<file path="src/rtl/jtgate_line_pkg.sv">
// Shared types and default timing constants for the transmission-gate line receiver.
package jtgate_line_pkg;

  localparam int DEF_DATA_W       = 8;
  localparam int DEF_CLKS_PER_BIT = 16;
  localparam int DEF_FILTER_LEN   = 3;
  localparam int HALF_BIT         = DEF_CLKS_PER_BIT / 2;
  localparam int CNT_W            = $clog2(DEF_CLKS_PER_BIT);

  typedef enum logic [2:0] {
    IDLE,
    START,
    DATA,
    STOP,
    BREAK
  } rxState_e;

endpackage

</file>
<file path="src/rtl/jtgate_line_filter.sv">
// Two-flop synchroniser followed by a stability filter: the output only follows
// the synchronised line once it has differed for FILTER_LEN consecutive cycles.
module jtgate_line_filter
  import jtgate_line_pkg::*;
#(
  parameter int FILTER_LEN = DEF_FILTER_LEN
) (
  input  logic clk,
  input  logic rst_n,
  input  logic d_i,
  output logic q_o
);

  localparam int FcW = (FILTER_LEN > 1) ? $clog2(FILTER_LEN) : 1;

  logic           sync1_q;
  logic           sync2_q;
  logic           fl_q;
  logic           fl_d;
  logic [FcW-1:0] stable_q;
  logic [FcW-1:0] stable_d;

  // Idle line is high, so everything resets to 1 to avoid a spurious start edge.
  always_ff @(posedge clk or negedge rst_n) begin
    if (!rst_n) begin
      sync1_q  <= 1'b1;
      sync2_q  <= 1'b1;
      fl_q     <= 1'b1;
      stable_q <= '0;
    end else begin
      sync1_q  <= d_i;
      sync2_q  <= sync1_q;
      fl_q     <= fl_d;
      stable_q <= stable_d;
    end
  end

  always_comb begin
    fl_d     = fl_q;
    stable_d = '0;
    if (sync2_q != fl_q) begin
      if (stable_q == FcW'(FILTER_LEN - 1)) begin
        fl_d = sync2_q;
      end else begin
        stable_d = stable_q + FcW'(1);
      end
    end
  end

  assign q_o = fl_q;

endmodule

</file>
<file path="src/rtl/jtgate_line_receiver.sv">
// Frame decoder for the shared pulled-up single-wire line: start/data/stop
// framing, framing-error and overrun reporting, valid/ready word hand-off.
module jtgate_line_receiver
  import jtgate_line_pkg::*;
#(
  parameter int DATA_W       = DEF_DATA_W,
  parameter int CLKS_PER_BIT = DEF_CLKS_PER_BIT,
  parameter int FILTER_LEN   = DEF_FILTER_LEN
) (
  input  logic              clk,
  input  logic              rst_n,
  input  logic              line_i,
  input  logic              rx_en_i,
  output logic [DATA_W-1:0] data_o,
  output logic              valid_o,
  input  logic              ready_i,
  output logic              frame_err_o,
  output logic              overrun_o,
  output logic              busy_o
);

  localparam int HalfBit = CLKS_PER_BIT / 2;
  localparam int BaudW   = $clog2(CLKS_PER_BIT);
  localparam int BitW    = $clog2(DATA_W + 1);

  logic              fl;
  logic              flPrev_q;
  rxState_e          state_q,    state_d;
  logic [BaudW-1:0]  baudCnt_q,  baudCnt_d;
  logic [BitW-1:0]   bitCnt_q,   bitCnt_d;
  logic [DATA_W-1:0] shift_q,    shift_d;
  logic [DATA_W-1:0] data_q,     data_d;
  logic              valid_q,    valid_d;
  logic              frameErr_q, frameErr_d;
  logic              overrun_q,  overrun_d;
  logic              goodFrame;
  logic              flFall;
  logic              halfDone;
  logic              bitDone;

  jtgate_line_filter #(
    .FILTER_LEN(FILTER_LEN)
  ) uFilter (
    .clk  (clk),
    .rst_n(rst_n),
    .d_i  (line_i),
    .q_o  (fl)
  );

  always_ff @(posedge clk or negedge rst_n) begin
    if (!rst_n) begin
      flPrev_q   <= 1'b1;
      state_q    <= IDLE;
      baudCnt_q  <= '0;
      bitCnt_q   <= '0;
      shift_q    <= '0;
      data_q     <= '0;
      valid_q    <= 1'b0;
      frameErr_q <= 1'b0;
      overrun_q  <= 1'b0;
    end else begin
      flPrev_q   <= fl;
      state_q    <= state_d;
      baudCnt_q  <= baudCnt_d;
      bitCnt_q   <= bitCnt_d;
      shift_q    <= shift_d;
      data_q     <= data_d;
      valid_q    <= valid_d;
      frameErr_q <= frameErr_d;
      overrun_q  <= overrun_d;
    end
  end

  assign flFall   = flPrev_q & ~fl;
  assign halfDone = (baudCnt_q == BaudW'(HalfBit - 1));
  assign bitDone  = (baudCnt_q == BaudW'(CLKS_PER_BIT - 1));

  always_comb begin
    state_d    = state_q;
    baudCnt_d  = baudCnt_q + BaudW'(1);
    bitCnt_d   = bitCnt_q;
    shift_d    = shift_q;
    frameErr_d = 1'b0;
    goodFrame  = 1'b0;
    case (state_q)
      IDLE: begin
        baudCnt_d = '0;
        if (flFall && rx_en_i) begin
          state_d  = START;
          bitCnt_d = '0;
        end
      end
      START: begin
        if (halfDone) begin
          baudCnt_d = '0;
          state_d   = fl ? IDLE : DATA;
        end
      end
      DATA: begin
        if (bitDone) begin
          baudCnt_d = '0;
          shift_d   = {fl, shift_q[DATA_W-1:1]};
          bitCnt_d  = bitCnt_q + BitW'(1);
          if (bitCnt_q == BitW'(DATA_W - 1)) begin
            state_d = STOP;
          end
        end
      end
      STOP: begin
        if (bitDone) begin
          baudCnt_d = '0;
          if (fl) begin
            goodFrame = 1'b1;
            state_d   = IDLE;
          end else begin
            frameErr_d = 1'b1;
            state_d    = BREAK;
          end
        end
      end
      BREAK: begin
        baudCnt_d = '0;
        if (fl) begin
          state_d = IDLE;
        end
      end
      default: state_d = IDLE;
    endcase
    // Disabling the receiver throws away whatever frame is in flight.
    if (!rx_en_i) begin
      state_d    = IDLE;
      baudCnt_d  = '0;
      goodFrame  = 1'b0;
      frameErr_d = 1'b0;
    end
  end

  always_comb begin
    data_d    = data_q;
    valid_d   = valid_q;
    overrun_d = 1'b0;
    if (valid_q && ready_i) begin
      valid_d = 1'b0;
    end
    if (goodFrame) begin
      if (!valid_q || ready_i) begin
        data_d  = shift_q;
        valid_d = 1'b1;
      end else begin
        overrun_d = 1'b1;
      end
    end
  end

  assign data_o      = data_q;
  assign valid_o     = valid_q;
  assign frame_err_o = frameErr_q;
  assign overrun_o   = overrun_q;
  assign busy_o      = (state_q != IDLE);

endmodule

</file>
<file path="config.mk">
export PLATFORM = sky130hd
export DESIGN_NAME = jtgate_line_receiver
export DESIGN_NICKNAME = d
export VERILOG_FILES = /design/src/rtl/jtgate_line_pkg.sv /design/src/rtl/jtgate_line_filter.sv /design/src/rtl/jtgate_line_receiver.sv
export SDC_FILE = /design/constraint.sdc
export NUM_CORES = 1
export LEC_CHECK = 0
export CAP_MARGIN = 20
export CORE_ASPECT_RATIO = 0.7
export CORE_UTILIZATION = 47
export DETAILED_ROUTE_END_ITERATION = 12
export GPL_TIMING_DRIVEN = 0
export PLACE_DENSITY = 0.75
export SLEW_MARGIN = 20
export SYNTH_ARGS = -nofsm -noshare
export SYNTH_HDL_FRONTEND = slang
export SYNTH_SLANG_ARGS = --single-unit
</file>
<file path="constraint.sdc">
create_clock -name clk -period 3.2 [get_ports clk]
set_input_delay 0.64 -clock clk [delete_from_list [all_inputs] [get_ports clk]]
set_output_delay 0.64 -clock clk [all_outputs]
set_load 0.05 [all_outputs]
</file>
==> out/results.tsv, run 1 <==
stage	metric	value	unit
setup_path	reg2reg_slack	1.12	ns
power	power.total	1.103	mW
sta	period_share	83.56	%
clock_tree	htree_levels	2	
layout	post-route-util	59.62	%
placement	dpl.hpwl	1.875	mm
layout	layout-drive-gt1-share	24.14	%
power	power_frac_comb	16.7	%
floorplan	initial_utilization	49.44	%
floorplan	die_h	50.15	µm
logic_synthesis	synth_nets	128	
sta	worst_slack	0.5262	ns
sta	finalSetupViolations	0	
clock_tree	postCtsSetupRepairBufs	0	
power	p_sw	294.4	µW
logic_synthesis	synth_seq_cells	36	
power	seq_power_share	48.0	%
logic_synthesis	ys_warn_count	0	
logic_synthesis	syn-cell-area	1556	µm²
sta	worstMarginPinSlew	0.4967	ns
layout	syn_to_final_growth	20.58	%
power	clkPwrFrac	35.3	%
clock_tree	cts_resized	0	
setup_path	reg2reg_from	baudCnt_q[0]	
logic_synthesis	synthCells	121	
sta	skew	0.003979	ns
logic_synthesis	yosysUniqueCellTypes	38	
setup_path	crit_type	reg2out	
sta	slew_viol_final	0	
routing	wl_per_cell	14.40	µm
floorplan	core_area	3148	µm²
sta	hold_viol	0	
routing	wl	2.635	mm
placement	io_buffers	15	
layout	antenna_cells	0	
grt	antenna_found_initial	0	
sta	max_freq	0.3740	GHz
grt	grt_pass1_vias	997	
clock_tree	clock_latency	0.28	ns
routing	vias	1003	
floorplan	rows	17	
sta	fin_setup_tns	0	ns
floorplan	io_pins	17	
setup_path	reg2reg_to	data_o[5]	
grt	grt.total_usage	16.97	%
power	cellInternalPower	808.5	µW
sta	relSlewSlack	66.78	%
routing	vias_per_cell	5.481	
power	p_sw_share	26.69	%
routing	drtAntennaViolNets	0	
clock_tree	cts_tree	built	
sta	rsz0062_at_grt	no	
setup_path	critPathSlowestCell	clkdlybuf4s50_1	
setup_path	endpoint_kind	output port	
clock_tree	clock_sinks	36	
clock_tree	numCtsBuffers	5	
grt	overflow	0	
grt	grt_max_degree	28	
placement	routabilityCongestion	0.7931	
placement	pre_cts_slack	0.8713	ns
routing	drc_errors	0	
clock_tree	cts_buffer_depth	2	
grt	grt_pass1_wl	4.498	mm
clock_tree	clk_pin_slew	0.07	ns
power	peakVddDrop	0.2822	mV
setup_path	crit_chain	clkbuf_1 -> or3_1 -> clkdlybuf4s50_1	
floorplan	die_x	70.78	µm
status	run_status	completed	
routing	drtIter0Drc	69	
power	power.density	587.6	nW/µm²
logic_synthesis	syn_avg_cell_area	12.86	µm²
setup_path	ff2ff_path_depth	5	
power	p_leak	0.8617	nW
job	cap_violations	0	
floorplan	dieArea	3549	µm²
layout	fin_nets	151	
setup_path	cp_max_fo	10	
hold_path	hold_class	in2async	
setup_path	crit_arrival	2.03	ns
logic_synthesis	synth_seq_area_share	58.20	%
clock_tree	ctsRootBufferMaster	clkbuf_8	
clock_tree	cts_hold_buf	0	
sta	fin_crit	2.674	ns
setup_path	start_kind	flop	
routing	first_pass_iters	4	
setup_path	critPathRequiredTime	2.56	ns
setup_path	crit_path_max_incr_delay	0.70	ns
[cells by family (layout without fill, tap and decap cells)]
logic type               after synthesis  after routing  synth area share (%)
multiplexers                          19             19                 13.59
XOR/XNOR                               5              5                 2.813
buffers and inverters                  7             31                 2.331
AO/OA/AOI/OAI                          9              9                 4.342
adder cells (fa/ha/maj)                2              2                 1.607
AND/OR/NAND/NOR                       43             43                 17.12
flip-flops                            36             36                 58.20
[flip-flops by register name, indices dropped and copies added (netlist names)]
signal and cells:
uFilter.sync2_q 1, valid_o 1, flPrev_q 1, uFilter.q_o 1, overrun_o 1, data_o 8
shift_q 8, frame_err_o 1, uFilter.stable_q 2, uFilter.sync1_q 1, state_q 3, bitCnt_q 4
baudCnt_q 4
[cells in the final DEF (no fill, tap or decap), drive strengths merged, types with 5 or more instances in the layout]
cell type      Yosys  routed
nor3b              5       5
buf                3       5
nand2              8       8
dfrtp             32      32
xnor2              5       5
clkbuf             3       9
clkdlybuf4s50      0      14
mux2              17      17
nor2               6       6
[worst max-delay path, delay by kind of cell, from the launching register on]
| family | cells | cell delay, ns |
|---|---|---|
| buffers and inverters | 2 | 0.94 |
| DFF | 1 | 0.42 |
| and+or+nand+nor | 1 | 0.38 |
[area by class of cell]
| class | instances | area, µm² |
|---|---|---|
| Sequential cell | 36 | 905.9 |
| Multi-Input combinational cell | 78 | 614.3 |
| Clock inverter | 2 | 35.03 |
| Clock buffer | 6 | 72.57 |
| Tap cell | 38 | 47.55 |
| Buffer | 6 | 32.53 |
| Fill cell | 251 | 1271 |
| Inverter | 1 | 3.754 |
| Timing Repair Buffer | 16 | 165.2 |
[worst max-delay path by stage]
stage / from / to / slack (ns) / depth (start not counted)
final: state_q[0] / busy_o / 0.53 / 3
after floorplan: rx_en_i / data_o[0] / 1.35 / 4
after detailed placement: state_q[0] / busy_o / 0.87 / 3
after global placement: rst_n / data_o[4] / 0.79 / 1
after CTS: state_q[0] / busy_o / 0.55 / 3
after global routing: state_q[0] / busy_o / 0.47 / 3
[power groups by stage]
stage / registers (mW) / logic [mW] / clock network (mW)
after floorplan: 0.530 / 0.133 / 0
after global placement: 0.534 / 0.172 / 0
after detailed placement: 0.537 / 0.182 / 0
after CTS: 0.528 / 0.184 / 0.397
after global routing: 0.534 / 0.201 / 0.419
final: 0.530 / 0.184 / 0.389
[layer usage]
metal | up-vias | part of all wire, % | track usage [%] | wire length [µm]
li1 | 470 | - | - | -
met1 | 500 | 46 | 21.90 | 1213
met2 | 28 | 46 | 27.24 | 1224
met3 | 5 | 6.0 | 4.819 | 158
met4 | 0 | 1.4 | 7.000 | 38
met5 | - | 0 | 0 | 0
[synth_stat cells (all sizes together)]
cell | number | share of area [%]
nor2 | 6 | 1.4
and4b | 1 | 0.64
o211a | 1 | 0.64
a211oi | 1 | 0.48
nor3b | 5 | 3.1
a21boi | 1 | 0.48
and2 | 2 | 0.80
buf | 3 | 1.4
inv | 1 | 0.24
ha | 2 | 1.6
nand4bb | 1 | 0.72
o21bai | 1 | 0.48
nand2 | 8 | 1.9
nand4 | 1 | 0.40
and4 | 1 | 0.56
nand2b | 2 | 1.3
or2 | 1 | 0.56
o21ai | 2 | 0.64
or3 | 1 | 0.40
nor3 | 4 | 1.3
o21a | 1 | 0.48
mux2 | 17 | 12
nand3 | 4 | 1.3
mux2i | 2 | 1.3
dfstp | 4 | 6.8
and3b | 1 | 0.56
nor2b | 2 | 0.80
dfrtp | 32 | 51
clkbuf | 3 | 0.72
a211o | 1 | 0.56
xnor2 | 5 | 2.8
nand3b | 1 | 0.48
nor4 | 2 | 0.80
o32ai | 1 | 0.56
[per-stage QoR]
| stage | instance area (µm²) | std cells | hold slack, ns |
|---|---|---|---|
| global route | 1877 | 183 | 0.2259 |
| CTS | 1877 | 183 | 0.2171 |
| floorplan | 1556 | 121 | 0.3444 |
| finish | 1877 | 183 | 0.2130 |
| global placement | 1754 | 174 | 0.3466 |
| detailed placement | 1769 | 175 | 0.3520 |
No activity file was read; power rests on OpenSTA's default activity.
==> run 2: changes to the inputs <==
PLACE_DENSITY = 0.78   (was 0.75)
clock period = 2.4 ns   (was 3.2 ns; I/O delays follow)
==> out/results.tsv, run 2 (same netlist as run 1, synthesis figures left out) <==
stage	metric	value	unit	change
sta	whs	0.1013	ns	-0.1117 ns
floorplan	core_area	3148	µm²	unchanged
placement	dpl.hpwl	2.044	mm	+9.0%
sta	fin_setup_tns	0	ns	unchanged
setup_path	start_kind	flop		
sta	rsz0062_at_grt	no		
floorplan	io_pins	17		unchanged
setup_path	crit_arrival	1.72	ns	-0.31 ns
layout	layout-drive-gt1-share	24.14	%	unchanged
sta	relSlewSlack	65.97	%	-0.82 points
floorplan	dieArea	3549	µm²	unchanged
sta	fin_crit	2.196	ns	
clock_tree	clock_sinks	36		unchanged
sta	slew_viol_final	0		unchanged
routing	drc_errors	0		unchanged
clock_tree	htree_levels	2		unchanged
power	p_leak	0.8578	nW	-0.46%
layout	final_cell_mix	32 x dfrtp_1, 16 x mux2_2, 13 x clkdlybuf4s50_1		
setup_path	cp_max_fo	10		unchanged
routing	vias	1001		-0.20%
sta	period_share	91.50	%	
sta	max_freq	0.4554	GHz	
placement	routabilityCongestion	0.9649		+22%
sta	worstMarginPinSlew	0.5089	ns	+0.01220 ns
grt	grt_max_degree	24		-14%
setup_path	crit_path_max_incr_delay	0.42	ns	-0.28 ns
setup_path	crit_buf_inv	2		unchanged
grt	grt_pass1_vias	1000		+0.30%
setup_path	endpoint_kind	output port		
clock_tree	ctsRootBufferMaster	clkbuf_8		
layout	post-route-util	59.38	%	-0.24 points
clock_tree	cts_buffer_depth	2		unchanged
setup_path	critPathSlowestCell	dlygate4sd2_1		
setup_path	critPathTopFamily	buffers and inverters		
sta	skew	0.005921	ns	+0.001942 ns
sta	hold_viol	0		unchanged
clock_tree	postCtsSetupRepairBufs	0		unchanged
layout	fillers	265		+5.6%
layout	antenna_cells	0		unchanged
setup_path	crit_type	reg2out		
layout	layout_commonest_cell	dfrtp_1		
routing	first_pass_iters	6		+2
layout	fin_cells	183		unchanged
clock_tree	numCtsBuffers	5		unchanged
power	peakVddDrop	0.4348	mV	+54%
placement	io_buffers	15		unchanged
floorplan	initial_utilization	49.44	%	unchanged
routing	drtIter0Drc	46		-33%
layout	syn_to_final_growth	20.10	%	
grt	antenna_found_initial	0		unchanged
grt	overflow	0		unchanged
routing	vias_per_cell	5.470		-0.20%
routing	wl	2.763	mm	+4.9%
routing	drtAntennaViolNets	0		unchanged
routing	wl_per_cell	15.10	µm	+4.9%
setup_path	crit_chain	clkbuf_1 -> or3_1 -> dlygate4sd2_1		
clock_tree	clock_latency	0.28	ns	about the same
hold_path	hold_class	in2async		
power	power.density	743.0	nW/µm²	+26%
clock_tree	cts_tree	built		
status	run_status	completed		
layout	fin_nets	151		unchanged
clock_tree	clk_pin_slew	0.07	ns	about the same
floorplan	die_x	70.78	µm	unchanged
floorplan	rows	17		unchanged
setup_path	critPathRequiredTime	1.92	ns	-0.64 ns
placement	place_inst	175		unchanged
grt	grt_pass1_wl	4.726	mm	+5.1%
floorplan	die_h	50.15	µm	unchanged
sta	finalSetupViolations	0		unchanged
grt	grt.total_usage	18.11	%	+1.1 points
job	cap_violations	0		unchanged
==> run 2: path summary, 6_finish.rpt <==
kind | start | end | slack [ns] | cells past startpoint
min in group clk | uFilter.sync1_q | uFilter.sync2_q | 0.36 | 0
worst max-delay path | state_q[0] | busy_o | 0.20 | 3
max in group asynchronous | rst_n | uFilter.q_o | 1.79 | 2
worst max register to register | baudCnt_q[0] | data_o[2] | 0.29 | 5
worst min register to register | uFilter.sync1_q | uFilter.sync2_q | 0.36 | 0
worst min-delay path | rst_n | state_q[1] | 0.10 | 1
==> run 2: what timing repair did <==
action,CTS,global route
hold buffers,0,0
setup endpoints to repair,1,0
resized for setup,1,0
==> run 2: power breakdown <==
| part | switching (mW) | total, mW | internal (mW) |
|---|---|---|---|
| Sequential | 0.0352 | 0.706 | 0.670 |
| Combinational | 0.145 | 0.242 | 0.0975 |
| Clock | 0.208 | 0.441 | 0.233 |
==> run 2: per-stage QoR <==
stage	power (mW)	setup WS [ns]	area [µm²]
3_3_place_gp	0.9366	0.1643	1754
5_1_grt	1.453	0.1379	1869
3_5_place_dp	0.9627	0.2399	1777
2_1_floorplan	0.8835	0.6002	1556
4_1_cts	1.401	0.2060	1869
6_report	1.389	0.2040	1869
==> run 2: final cells by class <==
type | count | area (µm²) | share of cell area, %
Sequential cell | 36 | 905.9 | 48.46
Clock inverter | 1 | 7.507 | 0.4016
Inverter | 1 | 3.754 | 0.2008
Tap cell | 38 | 47.55 | 2.544
Multi-Input combinational cell | 78 | 614.3 | 32.86
Clock buffer | 7 | 86.33 | 4.618
Timing Repair Buffer | 16 | 171.4 | 9.170
Buffer | 6 | 32.53 | 1.740
==> run 2: worst reg2reg max path, delay by kind of cell, from the launching register on <==
kind,cells,cell delay (ns)
adder cells (fa/ha/maj),1,0.21
multiplexers,1,0.39
flip-flops,1,0.38
AND/OR/NAND/NOR,3,1.01
==> run 2: routing by layer <==
metal / GRT usage (%) / vias up / share of wire [%] / routed length (µm)
met3: 5.422 / 4 / 3.3 / 92
met5: 0 / - / 0 / 0
met2: 27.08 / 16 / 48 / 1320
li1: - / 478 / - / -
met4: 8.667 / 0 / 0.87 / 24
met1: 24.31 / 503 / 48 / 1326
==> run 3: changes to the inputs <==
HOLD_SLACK_MARGIN = 0.06   (was unset)
==> results of run 3 <==
Same layout as run 2: the final DEF is identical, and so are final timing and power.
